$ cat src/rtl/slc3_pkg.sv
// Shared SLC-3 types and condition-code helpers used by the writeback stage and register file.
package slc3_pkg;

  typedef logic [2:0]  reg_idx_t;
  typedef logic [15:0] word_t;

  localparam int NZP_N = 2;
  localparam int NZP_Z = 1;
  localparam int NZP_P = 0;
  localparam logic [2:0] NZP_RESET = 3'b010;

  typedef enum logic {
    WB_EMPTY = 1'b0,
    WB_FULL  = 1'b1
  } wb_state_t;

  // Exactly one bit set: negative, zero or positive.
  function automatic logic [2:0] calc_nzp(input word_t w);
    logic [2:0] n;
    n        = '0;
    n[NZP_N] = w[15];
    n[NZP_Z] = (w == '0);
    n[NZP_P] = !w[15] && (w != '0);
    return n;
  endfunction

endpackage

$ cat src/rtl/slc3_regfile.sv
// 8x16 general register file: one synchronous write port, two combinational read ports,
// asynchronous active-low clear.
module slc3_regfile
  import slc3_pkg::*;
#(
  parameter int DATA_W = 16,
  parameter int NREGS  = 8,
  parameter int IDX_W  = $clog2(NREGS)
) (
  input  logic              clk,
  input  logic              rst_n,
  input  logic              we,
  input  logic [IDX_W-1:0]  wr_idx,
  input  logic [DATA_W-1:0] wr_data,
  input  logic [IDX_W-1:0]  rd1_idx,
  output logic [DATA_W-1:0] rd1_data,
  input  logic [IDX_W-1:0]  rd2_idx,
  output logic [DATA_W-1:0] rd2_data
);

  logic [DATA_W-1:0] regs [NREGS];

  always_ff @(posedge clk or negedge rst_n) begin
    if (!rst_n) begin
      for (int i = 0; i < NREGS; i++) begin
        regs[i] <= '0;
      end
    end else if (we) begin
      regs[wr_idx] <= wr_data;
    end
  end

  // Reads return the pre-write value during the write cycle.
  assign rd1_data = regs[rd1_idx];
  assign rd2_data = regs[rd2_idx];

endmodule

$ cat src/rtl/alu_writeback.sv
// SLC-3 writeback stage: one-entry result buffer committing to the register file, NZP and BEN.
// Optional read bypass of the buffered result is enabled by defining ALU_WRITEBACK_BYPASS_EN.
module alu_writeback
  import slc3_pkg::*;
#(
  parameter int DATA_W = 16,
  parameter int NREGS  = 8
) (
  input  logic              Clk,
  input  logic              Reset_n,
  input  logic              In_Valid,
  output logic              In_Ready,
  input  logic [DATA_W-1:0] Result,
  input  reg_idx_t          DR,
  input  logic              LD_REG,
  input  logic              LD_CC,
  input  logic              Hold,
  input  reg_idx_t          SR1,
  input  reg_idx_t          SR2,
  output logic [DATA_W-1:0] SR1_Out,
  output logic [DATA_W-1:0] SR2_Out,
  output logic [2:0]        NZP,
  input  logic              LD_BEN,
  input  reg_idx_t          IR_11_9,
  output logic              BEN
);

  // Handshake: a result transfers on a rising edge where In_Valid and In_Ready are both high;
  // In_Ready depends only on stage occupancy and Hold, never on In_Valid.

  wb_state_t         state;
  logic              wb_valid;
  logic [DATA_W-1:0] wb_data;
  reg_idx_t          wb_dr;
  logic              wb_ld_reg;
  logic              wb_ld_cc;
  logic [2:0]        nzp_q;
  logic              ben_q;

  logic              accept;
  logic              commit;
  logic [DATA_W-1:0] rd1_data;
  logic [DATA_W-1:0] rd2_data;

  assign wb_valid = (state == WB_FULL);
  assign In_Ready = !wb_valid || !Hold;
  assign accept   = In_Valid && In_Ready;
  assign commit   = wb_valid && !Hold;

  always_ff @(posedge Clk or negedge Reset_n) begin
    if (!Reset_n) begin
      state     <= WB_EMPTY;
      wb_data   <= '0;
      wb_dr     <= '0;
      wb_ld_reg <= 1'b0;
      wb_ld_cc  <= 1'b0;
      nzp_q     <= NZP_RESET;
      ben_q     <= 1'b0;
    end else begin
      case (state)
        WB_EMPTY: if (accept) state <= WB_FULL;
        WB_FULL:  if (commit && !accept) state <= WB_EMPTY;
        default:  state <= WB_EMPTY;
      endcase

      if (accept) begin
        wb_data   <= Result;
        wb_dr     <= DR;
        wb_ld_reg <= LD_REG;
        wb_ld_cc  <= LD_CC;
      end

      if (commit && wb_ld_cc) begin
        nzp_q <= calc_nzp(wb_data);
      end

      // Samples the registered NZP, so a same-edge LD_CC commit is not seen here.
      if (LD_BEN) begin
        ben_q <= |(IR_11_9 & nzp_q);
      end
    end
  end

  slc3_regfile #(
    .DATA_W (DATA_W),
    .NREGS  (NREGS),
    .IDX_W  ($bits(reg_idx_t))
  ) u_regfile (
    .clk      (Clk),
    .rst_n    (Reset_n),
    .we       (commit && wb_ld_reg),
    .wr_idx   (wb_dr),
    .wr_data  (wb_data),
    .rd1_idx  (SR1),
    .rd1_data (rd1_data),
    .rd2_idx  (SR2),
    .rd2_data (rd2_data)
  );

`ifdef ALU_WRITEBACK_BYPASS_EN
  assign SR1_Out = (wb_valid && wb_ld_reg && (SR1 == wb_dr)) ? wb_data : rd1_data;
  assign SR2_Out = (wb_valid && wb_ld_reg && (SR2 == wb_dr)) ? wb_data : rd2_data;
`else
  assign SR1_Out = rd1_data;
  assign SR2_Out = rd2_data;
`endif

  assign NZP = nzp_q;
  assign BEN = ben_q;

endmodule

$ cat config.mk
export PLATFORM = sky130hd
export DESIGN_NAME = alu_writeback
export DESIGN_NICKNAME = d
export VERILOG_FILES = /design/src/rtl/slc3_pkg.sv /design/src/rtl/slc3_regfile.sv /design/src/rtl/alu_writeback.sv
export SDC_FILE = /design/constraint.sdc
export NUM_CORES = 1
export LEC_CHECK = 0
export BUFFER_PORTS_ARGS = -buffer_cell sky130_fd_sc_hd__buf_4
export CAP_MARGIN = 0
export CORE_MARGIN = 5
export CORE_UTILIZATION = 60
export CTS_CLUSTER_DIAMETER = 200
export DETAILED_ROUTE_END_ITERATION = 8
export PLACE_DENSITY_LB_ADDON = 0.12
export SLEW_MARGIN = 15
export SYNTH_ARGS = -nofsm -noshare
export SYNTH_HDL_FRONTEND = slang
export SYNTH_SLANG_ARGS = --single-unit
$ cat constraint.sdc
create_clock -name Clk -period 2.3 [get_ports Clk]
set_input_delay 0.23 -clock Clk [delete_from_list [all_inputs] [get_ports Clk]]
set_output_delay 0.23 -clock Clk [all_outputs]
set_load 0.01 [all_outputs]
### After elaboration in Yosys (flattened, before gate mapping)

Cells that the tools add are included.

* add/subtract/negate cells: 0
* multiply operators: 0
* divide/modulo/power cells: 0
* magnitude comparators: 4
* equal/unequal tests: 0
* shift-type cells: 0
* muxes and demuxes: 12
* bitwise logic cells: 5
* reductions and logical operators: 15

Operators by type and width (number)
* 128-bit bitwise mux: 1
* 16-bit binary-select mux with 3-bit select: 2
* 16-bit two-way mux: 5
* 16-bit demux with 3-bit select: 1
* 16-bit zero test: 1
* 16-bit nonzero test: 1
* 4-bit greater-or-equal comparator (second input constant): 3
* 3-bit NOT with 4-bit output: 3
* 1-bit logical AND: 7
* 1-bit zero test: 4
* 4-bit by 1-bit less-than comparator with 1-bit output (second input constant): 1
* 3-bit AND: 1
* 3-bit OR reduction: 1
* 1-bit two-way mux: 2
* 1-bit case mux with 2 select lines: 1
* 1-bit logical OR: 1
* 1-bit NOT: 1

* register bits after elaboration: 154
* bits in latches: 0
* RAM bits: 0
* ROM bits: 0
* bits of input ports: 35
* output and inout port bits: 37
* memories kept: 0

### Logic depth before layout (Yosys ltp)

* word-level depth: 7
* depth in mapped cells: 6
* gate-level depth less buffers: 3

### Modules after synthesis

A second synthesis with hierarchy kept.

* cells, all modules: 460
* area, all modules: 8126.5 um^2

Modules (own cells, without submodules)
* slc3_regfile: times used 1, cells an instance 393, area each 7000.5 um^2, sequential area each 3203.1 um^2
* alu_writeback: times used 1, cells an instance 67, area each 1126.1 um^2, sequential area each 651.9 um^2

### Worst setup path after synthesis

Ideal clock, no wire load.

* path kind: input to output
* start point: input SR1[0]
* end point: output SR1_Out[0]
* arrival time: 1363 ps
* slack: 707 ps
* stages on the path: 4
* path buffers: 2
* cell sequence: buf_2 > buf_6 > mux4_2 > mux2_2

* word-level cells in the longest chain between the ends: 4

Ends and longest elaborated chain
* start: declaration: line alu_writeback.sv:18 `input reg_idx_t SR1,`
* 3-bit NOT with 4-bit output (implied by the code): line slc3_regfile.sv:34 `assign rd1_data = regs[rd1_idx];`
* 16-bit binary-select mux with 3-bit select: line slc3_regfile.sv:34
* 16-bit two-way mux (implied by the code) (2 in a row): line slc3_regfile.sv:34
* end: declaration: line alu_writeback.sv:20 `output logic [DATA_W-1:0] SR1_Out,`

No other way between the ends. The select of a mux whose other input is x is not followed.

### Final worst setup path

* start point: register u_regfile.regs[20] (netlist name)
* end point: output SR1_Out[4]

* word-level cells in the longest chain between the ends: 3

Ends and longest elaborated chain
* start: declaration: line slc3_regfile.sv:21 `logic [DATA_W-1:0] regs [NREGS];`
* start signal: indexed assignment: line slc3_regfile.sv:29 `regs[wr_idx] <= wr_data;`
* 16-bit binary-select mux with 3-bit select: line slc3_regfile.sv:34
* 16-bit two-way mux (implied by the code) (2 in a row): line slc3_regfile.sv:34

No other way between the ends. The select of a mux whose other input is x is not followed.

==> flow_summary.yaml <==
synth:
  netlist_area_mm2: 0.00792
  ys_seq_area_share_pct: 48.6
  synthesis.nets: 511
  async_reset_ff_share_pct: 100
  synth_cell_types: 31
  synth_top_area_cell: "dfrtp_1"
  synth_area_leaders: "dfrtp_1 (48%), mux2_2 (24%), mux4_2 (18%)"
  yosys_register_bits: 154
  ys_warn_count: 0
  postSynthCellCount: 476
  synth-edff-count: 0
  synth_top_area_share_pct: 48.3
  yosysMostFrequentCell: "mux2_2"
  synth.top_cells.by_count: "mux2_2 (168), dfrtp_1 (153), mux4_2 (64)"
  synthFlopType: "dfrtp_1"
  avgSynthCellArea_um2: 16.6
power:
  p_leak_uw: 0.00401
  p_per_area_mw_per_mm2: 1190
  peakVddDrop_mv: 0.668
placed_design:
  gp_congestion: 0.782
  dp_hpwl_um: 10700
  portBuffers: 71
  placed_cells: 689
cells_and_area:
  stdcell_count: 724
  drive_above_1_share_pct: 65.7
  n_fill_cell: 871
  area_growth_pct: 14.7
  largest_register: "u_regfile.regs"
  reg_top3: "u_regfile.regs x128, wb_data x16"
  antenna_cells: 0
  largest_reg_flops: 128
  final_nets: 570
clock_tree:
  clk_pin_slew_ps: 60
  tritoncts: "done"
  insertion_delay_ps: 430
  htreeDepth: 4
  cts_max_path_buffers: 2
  numCtsBuffers: 17
  cts_resized: 0
  root_buffer: "clkbuf_16"
  clkSinkCount: 154
grt:
  grt_usage_pct: 23.2
  grt-busiest-layer: "met2"
  overflow: 0
  grt_use_met1_pct: 32.2
  grt_pass1_wl_um: 27700
  met2_usage_pct: 37.0
  grt_pass1_vias: 4885
  antenna_found_initial: 0
  use_met3_pct: 6.48
  grt_max_degree: 65
routing:
  drtPass1Iterations: 4
  drtIter0Drc: 271
  wl_um: 17200
  wl_per_cell_um: 23.7
  drtAntennaViolNets: 0
  drc: 0
  drt-vias-per-instance: 6.24
  vias: 4517
critical_path:
  cp.arrival_ps: 1740
  path_cells: "mux4_2 -> mux2_2 -> buf_4"
  worstPathMaxFanout: 3
  crit-reg2reg-capture: "u_regfile.regs[40]$_DFFE_PN0P_"
  timing.rr.start: "wb_dr[1]$_DFFE_PN0P_"
  cp-end-kind: "output port"
  r2r_cells: 4
  r2r_setup_slack_ps: 530
  crit_end: "SR1_Out[4]"
  cp-start-kind: "flip-flop"
  path_delay_family: "multiplexers"
  slowest_delay_ps: 480
  startpoint: "u_regfile.regs[20]$_DFFE_PN0P_"
  cp_num_cells: 3
  crit_slowest_cell: "mux4_2"
  worst-path-buf-inv: 1
  cp.required_ps: 2070
  path_class: "reg2out"
sta:
  fmax_mhz: 507
  setup-tns-final_ps: 0
  hold_viol_final: 0
  worst_pin_slew_ps: 623
  relSlewSlack_pct: 58.5
  rsz0062_at_grt: "false"
  skew_ps: 7.68
  drv_slew: 0
  period_share_pct: 85.7
  setup_violations: 0
  finalCriticalPeriod_ps: 1970
outcome:
  outcome: "finished clean"
min_path:
  min_from: "Result[6]"
  min_path_type: "in2reg"
floorplan:
  fp.dieW_um: 125
  die_h_um: 125
  core_mm2: 0.0131
  io_pins: 72
  row_count: 42
  die_area_mm2: 0.0156
  start_util_pct: 60.6
run:
  cap_violations: 0
## logic make-up after synthesis
kind of cell / synth area share [%]
compound gates: 0.363
simple gates: 2.75
buf+inv: 3.71
flops: 48.6
mux: 44.5
## routing by layer
metal / vias up / part of all wire [%]
met5: - / 0
met4: 0 / 1.0
met3: 17 / 4.8
met2: 119 / 51
met1: 2440 / 44
li1: 1941 / -
## power breakdown
| part | internal, µW | switching [µW] | total [µW] |
|---|---|---|---|
| clock network | 1460 | 1020 | 2480 |
| registers | 3880 | 946 | 4820 |
| logic | 2430 | 1060 | 3500 |
## placed cells by master, fill, tap and decap left out, types with 2 or more instances in the layout
cell,netlist,final
mux2_2,168,168
dfrtp_1,153,153
buf_4,2,80
mux4_2,64,64
clkbuf_16,0,17
mux2_4,10,10
clkbuf_1,11,8
mux2_1,4,4
nor4_1,4,4
clkinv_2,0,4
buf_12,0,4
nand2_1,3,3
nor2_1,3,3
clkbuf_8,0,3
dlygate4sd3_1,0,3
nand2b_1,2,2
nor3b_4,2,2
nand3b_4,2,2
## stage by stage
step | total power [µW] | util (%) | hold slack (ps) | setup WS [ps] | cell area (µm²)
after floorplan | 7130 | - | -65.6 | 707 | 7920
after global placement | 8130 | 65.3 | 256 | 470 | 8540
after detailed placement | 8360 | 65.3 | 263 | 451 | 8540
after CTS | 10900 | 69.5 | 21.1 | 309 | 9090
after global routing | 11400 | 69.5 | 15.3 | 276 | 9090
final | 10800 | 69.5 | 36.7 | 329 | 9090
## timing repair
item                                   CTS  global route
setup buffers                            0             0
hold buffers                             3             0
endpoints found under the hold margin   62             0
## worst min-delay path by stage
| stage | end | slack, ps | cells past startpoint |
|---|---|---|---|
| after floorplan | BEN$_DFFE_PN0P_ | -70 | 0 |
| after CTS | wb_data[0]$_DFFE_PN0P_ | 20 | 2 |
| after global placement | wb_data[10]$_DFFE_PN0P_ | 260 | 1 |
| after global routing | wb_data[0]$_DFFE_PN0P_ | 20 | 2 |
| after detailed placement | wb_data[10]$_DFFE_PN0P_ | 260 | 1 |
| final | wb_data[6]$_DFFE_PN0P_ | 40 | 2 |
## layout make-up
| class | instances | area [µm²] | area share, % |
|---|---|---|---|
| flip-flops and latches | 154 | 3850 | 42.4 |
| clock inverters | 4 | 20.0 | 0.220 |
| well taps | 176 | 220 | 2.42 |
| clock buffers | 28 | 497 | 5.47 |
| multi-input cells | 274 | 3770 | 41.5 |
| repair buffers | 88 | 722 | 7.94 |
Note: power is estimated with default switching activity, not from simulation.
